===== config.mk =====
export PLATFORM = sky130hd
export DESIGN_NAME = pipelined_chunk_adder
export DESIGN_NICKNAME = d
export VERILOG_FILES = /design/src/rtl/adder_pkg.sv /design/src/rtl/chunk_adder.sv /design/src/rtl/full_adder.sv /design/src/rtl/pipelined_chunk_adder.sv
export SDC_FILE = /design/constraint.sdc
export NUM_CORES = 1
export LEC_CHECK = 0
export ABC_AREA = 1
export CORE_AREA = 2 2 85 87
export DETAILED_ROUTE_END_ITERATION = 8
export DIE_AREA = 0 0 87 89
export DONT_BUFFER_PORTS = 1
export PLACE_DENSITY = 0.65
export REMOVE_ABC_BUFFERS = 1
export SETUP_SLACK_MARGIN = 0.15
export SLEW_MARGIN = 25
export SYNTH_ARGS = -nofsm -noshare
export SYNTH_HDL_FRONTEND = slang
export SYNTH_SLANG_ARGS = --single-unit

===== constraint.sdc =====
create_clock -name clk -period 4.9 [get_ports clk]
set_input_delay 0.245 -clock clk [delete_from_list [all_inputs] [get_ports clk]]
set_output_delay 0.245 -clock clk [all_outputs]
set_load 0.005 [all_outputs]

===== src/rtl/adder_pkg.sv =====
// rtl/adder_pkg.sv - shared state type and parameter helpers for the chunked adder
package adder_pkg;

    typedef enum logic [1:0] {
        IDLE = 2'd0,
        BUSY = 2'd1,
        DONE = 2'd2
    } state_t;

    function automatic int calc_nchunk(input int width, input int chunk);
        return width / chunk;
    endfunction

    function automatic bit params_ok(input int width, input int chunk);
        return (chunk >= 1) && (chunk <= width) && ((width % chunk) == 0);
    endfunction

endpackage


===== src/rtl/chunk_adder.sv =====
// rtl/chunk_adder.sv - combinational CHUNK-bit ripple of full_adder cells
module chunk_adder #(
    parameter int CHUNK = 4
) (
    input  logic [CHUNK-1:0] a,
    input  logic [CHUNK-1:0] b,
    input  logic             c_in,
    output logic [CHUNK-1:0] sum,
    output logic             c_out,
    output logic             c_msb_in
);

    logic [CHUNK:0] carry;

    assign carry[0] = c_in;

    for (genvar i = 0; i < CHUNK; i++) begin : g_bit
        full_adder u_fa (
            .a     (a[i]),
            .b     (b[i]),
            .c_in  (carry[i]),
            .sum   (sum[i]),
            .c_out (carry[i+1])
        );
    end

    assign c_out    = carry[CHUNK];
    // Carry into the top bit; XOR with c_out gives signed overflow on the last chunk.
    assign c_msb_in = carry[CHUNK-1];

endmodule


===== src/rtl/full_adder.sv =====
// rtl/full_adder.sv - single-bit full adder cell
module full_adder (
    input  logic a,
    input  logic b,
    input  logic c_in,
    output logic sum,
    output logic c_out
);

    assign sum   = a ^ b ^ c_in;
    assign c_out = (a & b) | (c_in & (a ^ b));

endmodule


===== src/rtl/pipelined_chunk_adder.sv =====
// rtl/pipelined_chunk_adder.sv - multi-cycle add/sub, CHUNK bits per clock, valid/ready on both sides
module pipelined_chunk_adder
    import adder_pkg::*;
#(
    parameter int WIDTH = 16,
    parameter int CHUNK = 4
) (
    input  logic             clk,
    input  logic             rst,
    input  logic             in_valid,
    output logic             in_ready,
    input  logic [WIDTH-1:0] a,
    input  logic [WIDTH-1:0] b,
    input  logic             c_in,
    input  logic             sub,
    output logic             out_valid,
    input  logic             out_ready,
    output logic [WIDTH-1:0] sum,
    output logic             c_out,
    output logic             overflow,
    output logic             busy
);

    localparam int NCHUNK = calc_nchunk(WIDTH, CHUNK);
    localparam int CW     = (NCHUNK > 1) ? $clog2(NCHUNK) : 1;

    if (!params_ok(WIDTH, CHUNK)) begin : g_param_check
        $error("pipelined_chunk_adder: WIDTH must be a positive multiple of CHUNK");
    end

    state_t                        state;
    state_t                        state_next;
    logic [CW-1:0]                 cnt;
    logic [WIDTH-1:0]              op_a;
    logic [WIDTH-1:0]              op_b;
    logic                          carry;
    logic [WIDTH-1:0]              sum_r;
    logic                          c_out_r;
    logic                          ovf_r;
    logic [NCHUNK-1:0][CHUNK-1:0]  sum_next;
    logic [CHUNK-1:0]              ch_sum;
    logic                          ch_cout;
    logic                          ch_msb_in;
    logic                          accept;
    logic                          last_chunk;

    assign in_ready   = (state == IDLE) && !rst;
    assign accept     = in_valid && in_ready;
    assign last_chunk = (cnt == CW'(NCHUNK - 1));

    // Operands shift down each BUSY cycle so the adder always sees the low chunk.
    chunk_adder #(.CHUNK(CHUNK)) u_chunk (
        .a        (op_a[CHUNK-1:0]),
        .b        (op_b[CHUNK-1:0]),
        .c_in     (carry),
        .sum      (ch_sum),
        .c_out    (ch_cout),
        .c_msb_in (ch_msb_in)
    );

    for (genvar j = 0; j < NCHUNK; j++) begin : g_sum_slot
        assign sum_next[j] = (cnt == CW'(j)) ? ch_sum : sum_r[j*CHUNK +: CHUNK];
    end

    always_ff @(posedge clk) begin
        if (rst) begin
            state <= IDLE;
        end else begin
            state <= state_next;
        end
    end

    always_comb begin
        state_next = state;
        case (state)
            IDLE:    if (accept)     state_next = BUSY;
            BUSY:    if (last_chunk) state_next = DONE;
            DONE:    if (out_ready)  state_next = IDLE;
            default:                 state_next = IDLE;
        endcase
    end

    always_ff @(posedge clk) begin
        if (rst) begin
            cnt     <= '0;
            op_a    <= '0;
            op_b    <= '0;
            carry   <= 1'b0;
            sum_r   <= '0;
            c_out_r <= 1'b0;
            ovf_r   <= 1'b0;
        end else begin
            case (state)
                IDLE: begin
                    if (accept) begin
                        op_a  <= a;
                        op_b  <= sub ? ~b : b;
                        carry <= sub ? 1'b1 : c_in;
                        cnt   <= '0;
                    end
                end
                BUSY: begin
                    op_a  <= op_a >> CHUNK;
                    op_b  <= op_b >> CHUNK;
                    carry <= ch_cout;
                    sum_r <= sum_next;
                    cnt   <= cnt + CW'(1);
                    if (last_chunk) begin
                        c_out_r <= ch_cout;
                        ovf_r   <= ch_msb_in ^ ch_cout;
                    end
                end
                default: ;
            endcase
        end
    end

    assign out_valid = (state == DONE);
    assign busy      = (state != IDLE);
    assign sum       = sum_r;
    assign c_out     = c_out_r;
    assign overflow  = ovf_r;

endmodule


Yosys cells after proc, flatten, opt, wreduce, memory -nomap -nowiden
Cells that the tools add are included.

Bitwise gates (word level): 22. Add/sub/neg operators: 1. Muxes and demuxes: 14. Reductions and logical operators: 13. Equality and inequality tests: 8.

Operators by type and width (number): $pmux W16 S2 (2); $mux W16 (3); $not A16 Y16 (1); $reduce_and A2 Y1 (5); $xor A1 B1 Y1 (9); $and A1 B1 Y1 (8); $mux W2 (4); $eq A2 B2 Y1 const B (3); $pmux W2 S3 (1); $eq A2 B1 Y1 const B (2); $logic_not A2 Y1 (2); $ne A2 B2 Y1 const B (2); $or A1 B1 Y1 (4); $pmux W2 S2 (1); $reduce_bool A2 Y1 (2); $reduce_and A3 Y1 (1); $add A2 B1 Y2 const B (1); $logic_and A1 B1 Y1 (2); $mux W1 (2); $ne A2 B1 Y1 const B (1); $pmux W1 S2 (1); $logic_not A1 Y1 (1).

Input port bits: 38. Word-level logic and storage cells: 69. Register bits after elaboration: 55. Output and inout bits: 21.

Longest topological paths before layout
Gate-level depths: netlist of run 1.

Depth after elaboration: 10. Mapped depth: 12.

Cells and area by module
From an unflattened synthesis of run 1, not the netlist that was laid out.

Cells, all modules: 380. Area total of the unflattened synthesis: 2623.8 um^2.

By module, submodules not included: pipelined_chunk_adder (sequential area each 1101.1 um^2, area each 2543.7 um^2, cells an instance 376, times used 1); full_adder (sequential area each 0.0 um^2, area each 20.0 um^2, cells an instance 1, times used 4).

Worst setup path after synthesis of run 1
Ideal clock, no wire load.

Kind: register to register. Start point: register carry. End point: register sum_r[11], in the netlist sum[11]. Data required time: 4830 ps. Buffers on the path: 0. Stages on the path, launching flop included: 11. Path slack: 2622 ps. Setup time: 70 ps. Clock period less this slack: 2278 ps. Arrival: 2208 ps. Path through: dfxtp_1 fa_1 inv_1 fa_1 inv_1 fa_1 inv_1 fa_1 inv_1 nand3_1 a21oi_1.

Cells in the longest elaborated chain, start to end: 7.

Ends and longest elaborated chain: from (decl) (RTL line pipelined_chunk_adder.sv:36) `logic carry;`; from (signal assigned) (RTL line pipelined_chunk_adder.sv:98) `carry <= sub ? 1'b1 : c_in;`; from (signal assigned) (RTL line pipelined_chunk_adder.sv:105) `carry <= ch_cout;`; $and A1 B1 Y1 (RTL line full_adder.sv:11) `assign c_out = (a & b) | (c_in & (a ^ b));`; $or A1 B1 Y1 (RTL line full_adder.sv:11); $and A1 B1 Y1 (RTL line full_adder.sv:11); $or A1 B1 Y1 (RTL line full_adder.sv:11); $and A1 B1 Y1 (RTL line full_adder.sv:11); $or A1 B1 Y1 (RTL line full_adder.sv:11); $xor A1 B1 Y1 (RTL line full_adder.sv:10) `assign sum = a ^ b ^ c_in;`; to (signal assigned) (RTL line pipelined_chunk_adder.sv:106) `sum_r <= sum_next;`; to (decl) (RTL line pipelined_chunk_adder.sv:37) `logic [WIDTH-1:0] sum_r;`.

No other way between the ends. A chain may end at the register's enable or synchronous reset.

Final worst setup path of run 1
Ends and elaborated chain as after synthesis.

==> results of run 1 <==
state kept, by name, summed over array words and instances (netlist names):
| register | count |
|---|---|
| c_out | 1 |
| carry | 1 |
| cnt | 2 |
| op_a | 16 |
| op_b | 16 |
| overflow | 1 |
| state | 2 |
| sum | 16 |
cells in the mapped netlist, drive strengths merged:
| cell type | count |
|---|---|
| nand2 | 119 |
| dfxtp | 55 |
| nand3 | 41 |
| nor2 | 41 |
| a21oi | 37 |
| inv | 36 |
| o21ai | 27 |
| buf | 17 |
| xor2 | 5 |
| clkbuf | 4 |
| fa | 4 |
| ha | 4 |
routing by layer:
metal,routed length (um),vias up,GRT usage [%]
met2,2610,64,25.5
met5,0,-,0
met1,2850,1004,21.5
li1,-,1204,-
met4,38,0,3.41
met3,366,5,3.69
kinds of logic after synthesis:
| kind of cell | count (synthesis) |
|---|---|
| fa+ha+maj | 8 |
| xor+xnor | 5 |
| simple gates | 201 |
| flops | 55 |
| buf+inv | 57 |
| compound gates | 64 |
stage by stage:
stage / hold slack [ps] / setup WS (ps)
after floorplan: 314 / 2600
final: 88.7 / 2390
after global placement: 318 / 2440
after detailed placement: 320 / 2390
after CTS: 79.4 / 2360
after global routing: 82.5 / 2130
worst max-delay path, stage by stage, from the launching register on:
cell                      delay, ps
sky130_fd_sc_hd__dfxtp_1        340
sky130_fd_sc_hd__fa_1           420
sky130_fd_sc_hd__inv_1           90
sky130_fd_sc_hd__fa_1           180
sky130_fd_sc_hd__inv_1           60
sky130_fd_sc_hd__fa_1           450
sky130_fd_sc_hd__inv_1          100
sky130_fd_sc_hd__fa_1           410
sky130_fd_sc_hd__inv_1          130
sky130_fd_sc_hd__nand3_1        100
sky130_fd_sc_hd__a21oi_1        170
cell type report:
class	instances	area [um^2]	share of cell area (%)
multi-input combinational	278	1310	47.7
sequential	55	1100	40.1
inverter	36	135	4.92
tap	80	100	3.65
clock buffer	5	68.8	2.51
clock inverter	3	15.0	0.547
timing repair buffer	2	15.0	0.547
worst paths after layout:
check             cells after the start  slack [ps]                    end
setup reg to reg                     10        2390   sum[11]$_SDFFE_PP0P_
setup / recovery                     10        2390   sum[11]$_SDFFE_PP0P_
hold reg to reg                       2         460  op_a[12]$_SDFFE_PP0P_
hold / removal                        2          90  op_a[15]$_SDFFE_PP0P_
power breakdown:
part           total [mW]  internal (mW)  switching (mW)
registers           0.492          0.475          0.0161
clock network       0.242         0.0983           0.144
logic               0.138         0.0460          0.0924
==> tab_implementation.tex, run 1 <==
\begin{tabular}{lr}
\hline
Metric & Value \\
\hline
\multicolumn{2}{l}{\textbf{Clock network}} \\
H-tree depth reported by CTS & 2 \\
Number of buffers inserted for hold repair after clock tree synthesis & 2 \\
Total setup buffers inserted after CTS & 0 \\
Clock tree from TritonCTS & built \\
Resized Gates After CTS & 0 \\
Later-pin clock latency in the skew report & 300 ps \\
Clock tree buffer depth & 2 \\
Clock-pin slew reported for the worst setup and hold paths after clock tree synthesis & 100 ps \\
Clock buffer count from CTS & 5 \\
Clock tree sinks & 55 \\
Clk root buf & sky130\_fd\_sc\_hd\_\_clkbuf\_8 \\
\multicolumn{2}{l}{\textbf{Final layout}} \\
Final Core Density & 40.9\% \\
Most frequent standard cell in the layout excluding fill and tap cells & sky130\_fd\_sc\_hd\_\_nand2\_1 \\
Final nets & 424 \\
Summed area of non-filler cells in the final layout & 2750 um\^{}2 \\
Growth of design area from synthesis to finish & 3.78\% \\
Number of antenna repair diodes & 0 \\
\# fillers & 735 \\
Layout cell share with drive strength beyond 1 & 3.96\% \\
Post-Layout Cell Count & 459 \\
Commonest cells after routing, fill and taps aside & 118 x sky130\_fd\_sc\_hd\_\_nand2\_1, 55 x sky130\_fd\_sc\_hd\_\_dfxtp\_1, 40 x sky130\_fd\_sc\_hd\_\_nor2\_1, 40 x sky130\_fd\_sc\_hd\_\_nand3\_1, 37 x sky130\_fd\_sc\_hd\_\_a21oi\_1 \\
\multicolumn{2}{l}{\textbf{Placed design}} \\
Number of buffer cells added on primary ports & 0 \\
Cell total after placement & 449 \\
GP Congestion & 0.760 \\
Post-detailed-placement half-perimeter wirelength & 3.95 mm \\
Placed inst area & 2650 um\^{}2 \\
\multicolumn{2}{l}{\textbf{Yosys}} \\
XOR/XNOR Fraction of Synth Area & 1.66\% \\
Ys Warns & 0 \\
Synth Register Bits & 55 \\
Library cell with the largest summed area after synthesis & sky130\_fd\_sc\_hd\_\_dfxtp\_1 \\
Post-synthesis compound-gate area fraction & 12.1\% \\
Number of distinct library cell variants in the gate-level netlist after synthesis & 17 \\
Gate count after technology mapping & 390 \\
Area share of the leading cell type in the synthesized netlist & 41.6\% \\
Post-synthesis area per instance & 6.78 um\^{}2 \\
Mux contribution to synthesized area & 0\% \\
Cell types occupying the most area after synthesis & sky130\_fd\_sc\_hd\_\_dfxtp\_1 42\%, sky130\_fd\_sc\_hd\_\_nand2\_1 17\%, sky130\_fd\_sc\_hd\_\_nand3\_1 7.6\%, sky130\_fd\_sc\_hd\_\_a21oi\_1 7.0\%, sky130\_fd\_sc\_hd\_\_nor2\_1 5.7\% \\
Adder-Cell Fraction of Synth Area & 4.92\% \\
Largest family of logic cells by synthesized area & simple AND/OR/NAND/NOR gates \\
Portion of the post-synthesis area used by sequential elements & 41.6\% \\
Simple logic cell fraction of the synthesized area & 30.8\% \\
Synthesized area & 2650 um\^{}2 \\
\multicolumn{2}{l}{\textbf{Floorplanning}} \\
Die Height & 89 um \\
DIE AREA & 7740 um\^{}2 \\
Num rows & 30 \\
Placeable core area & 6720 um\^{}2 \\
Top-level I/O count & 59 \\
Effective utilization at floorplan & 39.4\% \\
Horizontal die dimension & 87 um \\
\multicolumn{2}{l}{\textbf{Timing}} \\
Final Hold Vio Count & 0 \\
Setup repair after global routing missed its margin & no \\
Worst clock skew & 8.17 ps \\
Portion of the clock cycle consumed by the worst path in the final layout & 51.2\% \\
Fin. max-slew vios & 0 \\
Worst rel slew slack & 35.6\% \\
Final setup fails & 0 \\
Worst-Margin Slew & 963 ps \\
Aggregate negative setup slack & 0 ps \\
Timing-limited maximum frequency & 399 MHz \\
Shortest clock period the worst path allows after layout & 2510 ps \\
\multicolumn{2}{l}{\textbf{Setup path}} \\
Startpoint kind of the worst setup timing path & flip-flop \\
Critical path class & reg2reg \\
Arr. time, crit path & 2750 ps \\
Endpoint kind of the worst setup timing path & flip-flop \\
FF-to-FF Start & carry\$\_SDFFE\_PP0P\_ \\
Largest fanout of any net on the critical path & 3 \\
Data required, critical path & 5140 ps \\
Source of the critical timing path & carry\$\_SDFFE\_PP0P\_ \\
\multicolumn{2}{l}{\textbf{Drt}} \\
DRC violations left & 0 \\
Total wire length after detailed routing & 5.86 mm \\
Per-cell via count in the routed design & 4.96 \\
Remaining antenna violation count & 0 \\
Via count of the routed design & 2277 \\
Avg WL per Cell & 12.8 um \\
Pre-Repair DR Iteration Count & 5 \\
Number of violations reported at the end of detailed-routing iteration 0 & 89 \\
\multicolumn{2}{l}{\textbf{Power and ir drop}} \\
Final Total Pwr & 0.872 mW \\
Power Density & 318 nW/um\^{}2 \\
Largest voltage drop on the vdd net & 185 uV \\
Total leakage power & 1.21 nW \\
\multicolumn{2}{l}{\textbf{Global route}} \\
Global-route wire length before repair & 9.80 mm \\
Initial antenna violation count & 0 \\
Number of global-route vias before repair & 2225 \\
Gr ovfl total & 0 \\
Pin count of the biggest net entering global routing & 45 \\
Total routing usage reported by global routing & 15.8\% \\
\multicolumn{2}{l}{\textbf{Job}} \\
Max-capacitance violation count & 0 \\
\multicolumn{2}{l}{\textbf{Status}} \\
Outcome & completed \\
\multicolumn{2}{l}{\textbf{Hold path}} \\
Launch instance of the worst min-delay path & a[15] \\
Class of the worst hold path & in2reg \\
\hline
\end{tabular}
Power figures use the tool's default switching activity.
==> inputs of run 2 (changes only) <==
Clock period 4.9 ns to 2.5 ns, I/O delays scaled along.
==> run 2 against run 1 <==
Core utilization grew 3.0 points. Highest routed layer unchanged. Count of clock-buffer cells in the layout up 3. Wire length rose by 3.8%. Non-clock buffer count rose by 16. Largest power group unchanged. First-iteration DRC count grew 35%. Maximum frequency is 12% higher. Critical path depth did not move. Final cell count up 3.5%. Flip-flop and latch count unchanged.
==> tab_implementation.tex, run 2 (synthesis results as in run 1) <==
\begin{tabular}{lr}
\hline
Metric & Value \\
\hline
\multicolumn{2}{l}{\textbf{Status}} \\
Outcome & completed (unchanged) \\
\multicolumn{2}{l}{\textbf{Placed design}} \\
Number of buffer cells added on primary ports & 0 (unchanged) \\
GP Congestion & 0.794 (was 0.760) \\
Post-detailed-placement half-perimeter wirelength & 3.89 mm (was 3.95 mm) \\
\multicolumn{2}{l}{\textbf{Timing}} \\
Worst clock skew & 2.49 ps (was 8.17 ps) \\
Final Hold Vio Count & 0 (unchanged) \\
Fin. max-slew vios & 0 (unchanged) \\
Aggregate negative setup slack & 0 ps (unchanged) \\
Worst-Margin Slew & 803 ps (was 963 ps) \\
Portion of the clock cycle consumed by the worst path in the final layout & 89.5\% (was 51.2\%) \\
Setup repair after global routing missed its margin & yes (was no) \\
Final setup fails & 0 (unchanged) \\
Shortest clock period the worst path allows after layout & 2240 ps (was 2510 ps) \\
Worst rel slew slack & 46.3\% (was 35.6\%) \\
Worst hold slack after final layout & 12.0 ps (was 88.7 ps) \\
Timing-limited maximum frequency & 447 MHz (was 399 MHz) \\
\multicolumn{2}{l}{\textbf{Power and ir drop}} \\
Power Density & 612 nW/um\^{}2 (was 318 nW/um\^{}2) \\
Final Total Pwr & 1.80 mW (was 0.872 mW) \\
Largest voltage drop on the vdd net & 357 uV (was 185 uV) \\
Total leakage power & 1.30 nW (was 1.21 nW) \\
\multicolumn{2}{l}{\textbf{Setup path}} \\
Endpoint kind of the worst setup timing path & flip-flop (unchanged) \\
Largest delay share family, worst path & adder cells (unchanged) \\
Sequence of cells on the critical path & fa\_2 -> inv\_2 -> fa\_2 -> inv\_1 -> fa\_2 -> inv\_2 -> fa\_1 -> inv\_2 -> nand3\_2 -> a21oi\_2 (was fa\_1 -> inv\_1 -> fa\_1 -> inv\_1 -> fa\_1 -> inv\_1 -> fa\_1 -> inv\_1 -> nand3\_1 -> a21oi\_1) \\
Max stage delay cell, worst path & sky130\_fd\_sc\_hd\_\_fa\_1 (unchanged) \\
Startpoint kind of the worst setup timing path & flip-flop (unchanged) \\
Worst setup slack for register-to-register paths & 260 ps (was 2390 ps) \\
Data required, critical path & 2740 ps (was 5140 ps) \\
Largest fanout of any net on the critical path & 3 (unchanged) \\
Stage delay of the slowest cell on the critical path & 440 ps (was 450 ps) \\
Worst R2R Path Depth & 10 (unchanged) \\
Endpoint of the worst-slack reg-to-reg timing path & sum[3]\$\_SDFFE\_PP0P\_ (was sum[11]\$\_SDFFE\_PP0P\_) \\
Critical path class & reg2reg (unchanged) \\
Number of buffer and inverter instances along the worst setup path & 4 (unchanged) \\
Arr. time, crit path & 2480 ps (was 2750 ps) \\
FF-to-FF Start & op\_b[0]\$\_SDFFE\_PP0P\_ (was carry\$\_SDFFE\_PP0P\_) \\
\multicolumn{2}{l}{\textbf{Final layout}} \\
Layout cell share with drive strength beyond 1 & 7.34\% (was 3.96\%) \\
\# fillers & 729 (was 735) \\
Number of antenna repair diodes & 0 (unchanged) \\
Most frequent standard cell in the layout excluding fill and tap cells & sky130\_fd\_sc\_hd\_\_nand2\_1 (unchanged) \\
Commonest cells after routing, fill and taps aside & 117 x sky130\_fd\_sc\_hd\_\_nand2\_1, 52 x sky130\_fd\_sc\_hd\_\_dfxtp\_1, 40 x sky130\_fd\_sc\_hd\_\_nor2\_1 (was 118 x sky130\_fd\_sc\_hd\_\_nand2\_1, 55 x sky130\_fd\_sc\_hd\_\_dfxtp\_1, 40 x sky130\_fd\_sc\_hd\_\_nor2\_1, 40 x sky130\_fd\_sc\_hd\_\_nand3\_1, 37 x sky130\_fd\_sc\_hd\_\_a21oi\_1) \\
Final nets & 440 (was 424) \\
Growth of design area from synthesis to finish & 11.4\% (was 3.78\%) \\
\multicolumn{2}{l}{\textbf{Hold path}} \\
Class of the worst hold path & in2reg (unchanged) \\
Hold Path Depth & 2 (unchanged) \\
WHS Endpoint & op\_a[12]\$\_SDFFE\_PP0P\_ (was op\_a[15]\$\_SDFFE\_PP0P\_) \\
Launch instance of the worst min-delay path & a[12] (was a[15]) \\
\multicolumn{2}{l}{\textbf{Clock network}} \\
Later-pin clock latency in the skew report & 310 ps (was 300 ps) \\
Clock tree buffer depth & 2 (unchanged) \\
Clock buffer count from CTS & 5 (unchanged) \\
Total setup buffers inserted after CTS & 0 (unchanged) \\
Clock tree from TritonCTS & built (unchanged) \\
H-tree depth reported by CTS & 2 (unchanged) \\
Clk root buf & sky130\_fd\_sc\_hd\_\_clkbuf\_8 (unchanged) \\
Clock tree sinks & 55 (unchanged) \\
Clock-pin slew reported for the worst setup and hold paths after clock tree synthesis & 90 ps (was 100 ps) \\
\multicolumn{2}{l}{\textbf{Drt}} \\
Per-cell via count in the routed design & 5.01 (was 4.96) \\
Number of violations reported at the end of detailed-routing iteration 0 & 120 (was 89) \\
DRC violations left & 0 (unchanged) \\
Total wire length after detailed routing & 6.09 mm (was 5.86 mm) \\
Avg WL per Cell & 12.8 um (about the same) \\
Via count of the routed design & 2380 (was 2277) \\
Remaining antenna violation count & 0 (unchanged) \\
Pre-Repair DR Iteration Count & 4 (was 5) \\
\multicolumn{2}{l}{\textbf{Floorplanning}} \\
Effective utilization at floorplan & 39.4\% (unchanged) \\
Top-level I/O count & 59 (unchanged) \\
Num rows & 30 (unchanged) \\
Placeable core area & 6720 um\^{}2 (unchanged) \\
Horizontal die dimension & 87 um (unchanged) \\
DIE AREA & 7740 um\^{}2 (unchanged) \\
Die Height & 89 um (unchanged) \\
\multicolumn{2}{l}{\textbf{Global route}} \\
Number of global-route vias before repair & 2235 (was 2225) \\
Total routing usage reported by global routing & 16.5\% (was 15.8\%) \\
Initial antenna violation count & 0 (unchanged) \\
Gr ovfl total & 0 (unchanged) \\
Global-route wire length before repair & 10.1 mm (was 9.80 mm) \\
Pin count of the biggest net entering global routing & 32 (was 45) \\
\multicolumn{2}{l}{\textbf{Job}} \\
Max-capacitance violation count & 0 (unchanged) \\
\hline
\end{tabular}
==> run 2: cell type report <==
cell class | instances | area, um^2 | share of cell area (%)
Timing Repair Buffer | 18 | 174 | 5.90
Tap cell | 80 | 100 | 3.40
Inverter | 36 | 138 | 4.67
Clock buffer | 8 | 100 | 3.40
Sequential cell | 55 | 1100 | 37.5
Multi-Input combinational cell | 278 | 1330 | 45.1
==> run 2: metrics by stage <==
| stage | util, % | cells | setup WS, ps | area [um^2] |
|---|---|---|---|---|
| 3_5_place_dp | 39.8 | 453 | 92.5 | 2680 |
| 2_1_floorplan | - | 369 | 201 | 2550 |
| 3_3_place_gp | 39.8 | 453 | 133 | 2680 |
| 4_1_cts | 43.5 | 475 | 150 | 2920 |
| 6_report | 43.8 | 475 | 261 | 2950 |
| 5_1_grt | 43.8 | 475 | 138 | 2950 |
==> run 2: power by group <==
part	internal, mW	switching (mW)
combinational	0.115	0.187
clock	0.254	0.282
sequential	0.933	0.0315
total	1.30	0.501
==> run 2: how the worst max path moves through the flow <==
stage | from | to | slack, ps | depth (start not counted)
3_3_place_gp | carry$_SDFFE_PP0P_ | sum[7]$_SDFFE_PP0P_ | 130 | 10
6_report | op_b[0]$_SDFFE_PP0P_ | sum[3]$_SDFFE_PP0P_ | 260 | 10
4_1_cts | carry$_SDFFE_PP0P_ | sum[11]$_SDFFE_PP0P_ | 150 | 10
5_1_grt | op_b[0]$_SDFFE_PP0P_ | sum[11]$_SDFFE_PP0P_ | 140 | 10
3_5_place_dp | carry$_SDFFE_PP0P_ | sum[3]$_SDFFE_PP0P_ | 90 | 10
2_1_floorplan | carry$_SDFFE_PP0P_ | sum[11]$_SDFFE_PP0P_ | 200 | 10
==> run 2: repair_timing <==
item | 4_1_cts | 5_1_grt
setup endpoints to repair | 3 | 13
hold endpoints to repair | 31 | 0
gates cloned | 0 | 0
hold buffers | 14 | 0
pin swaps | 2 | 7
resized for setup | 3 | 11
==> run 2: layer usage <==
layer	vias to the layer above	GRT usage (%)	wire length, um	share of wire [%]
met1	1075	21.0	2870	47
met4	0	5.54	65	1.1
met5	-	0	0	0
li1	1236	-	-	-
met3	5	4.62	414	6.8
met2	64	27.3	2740	45
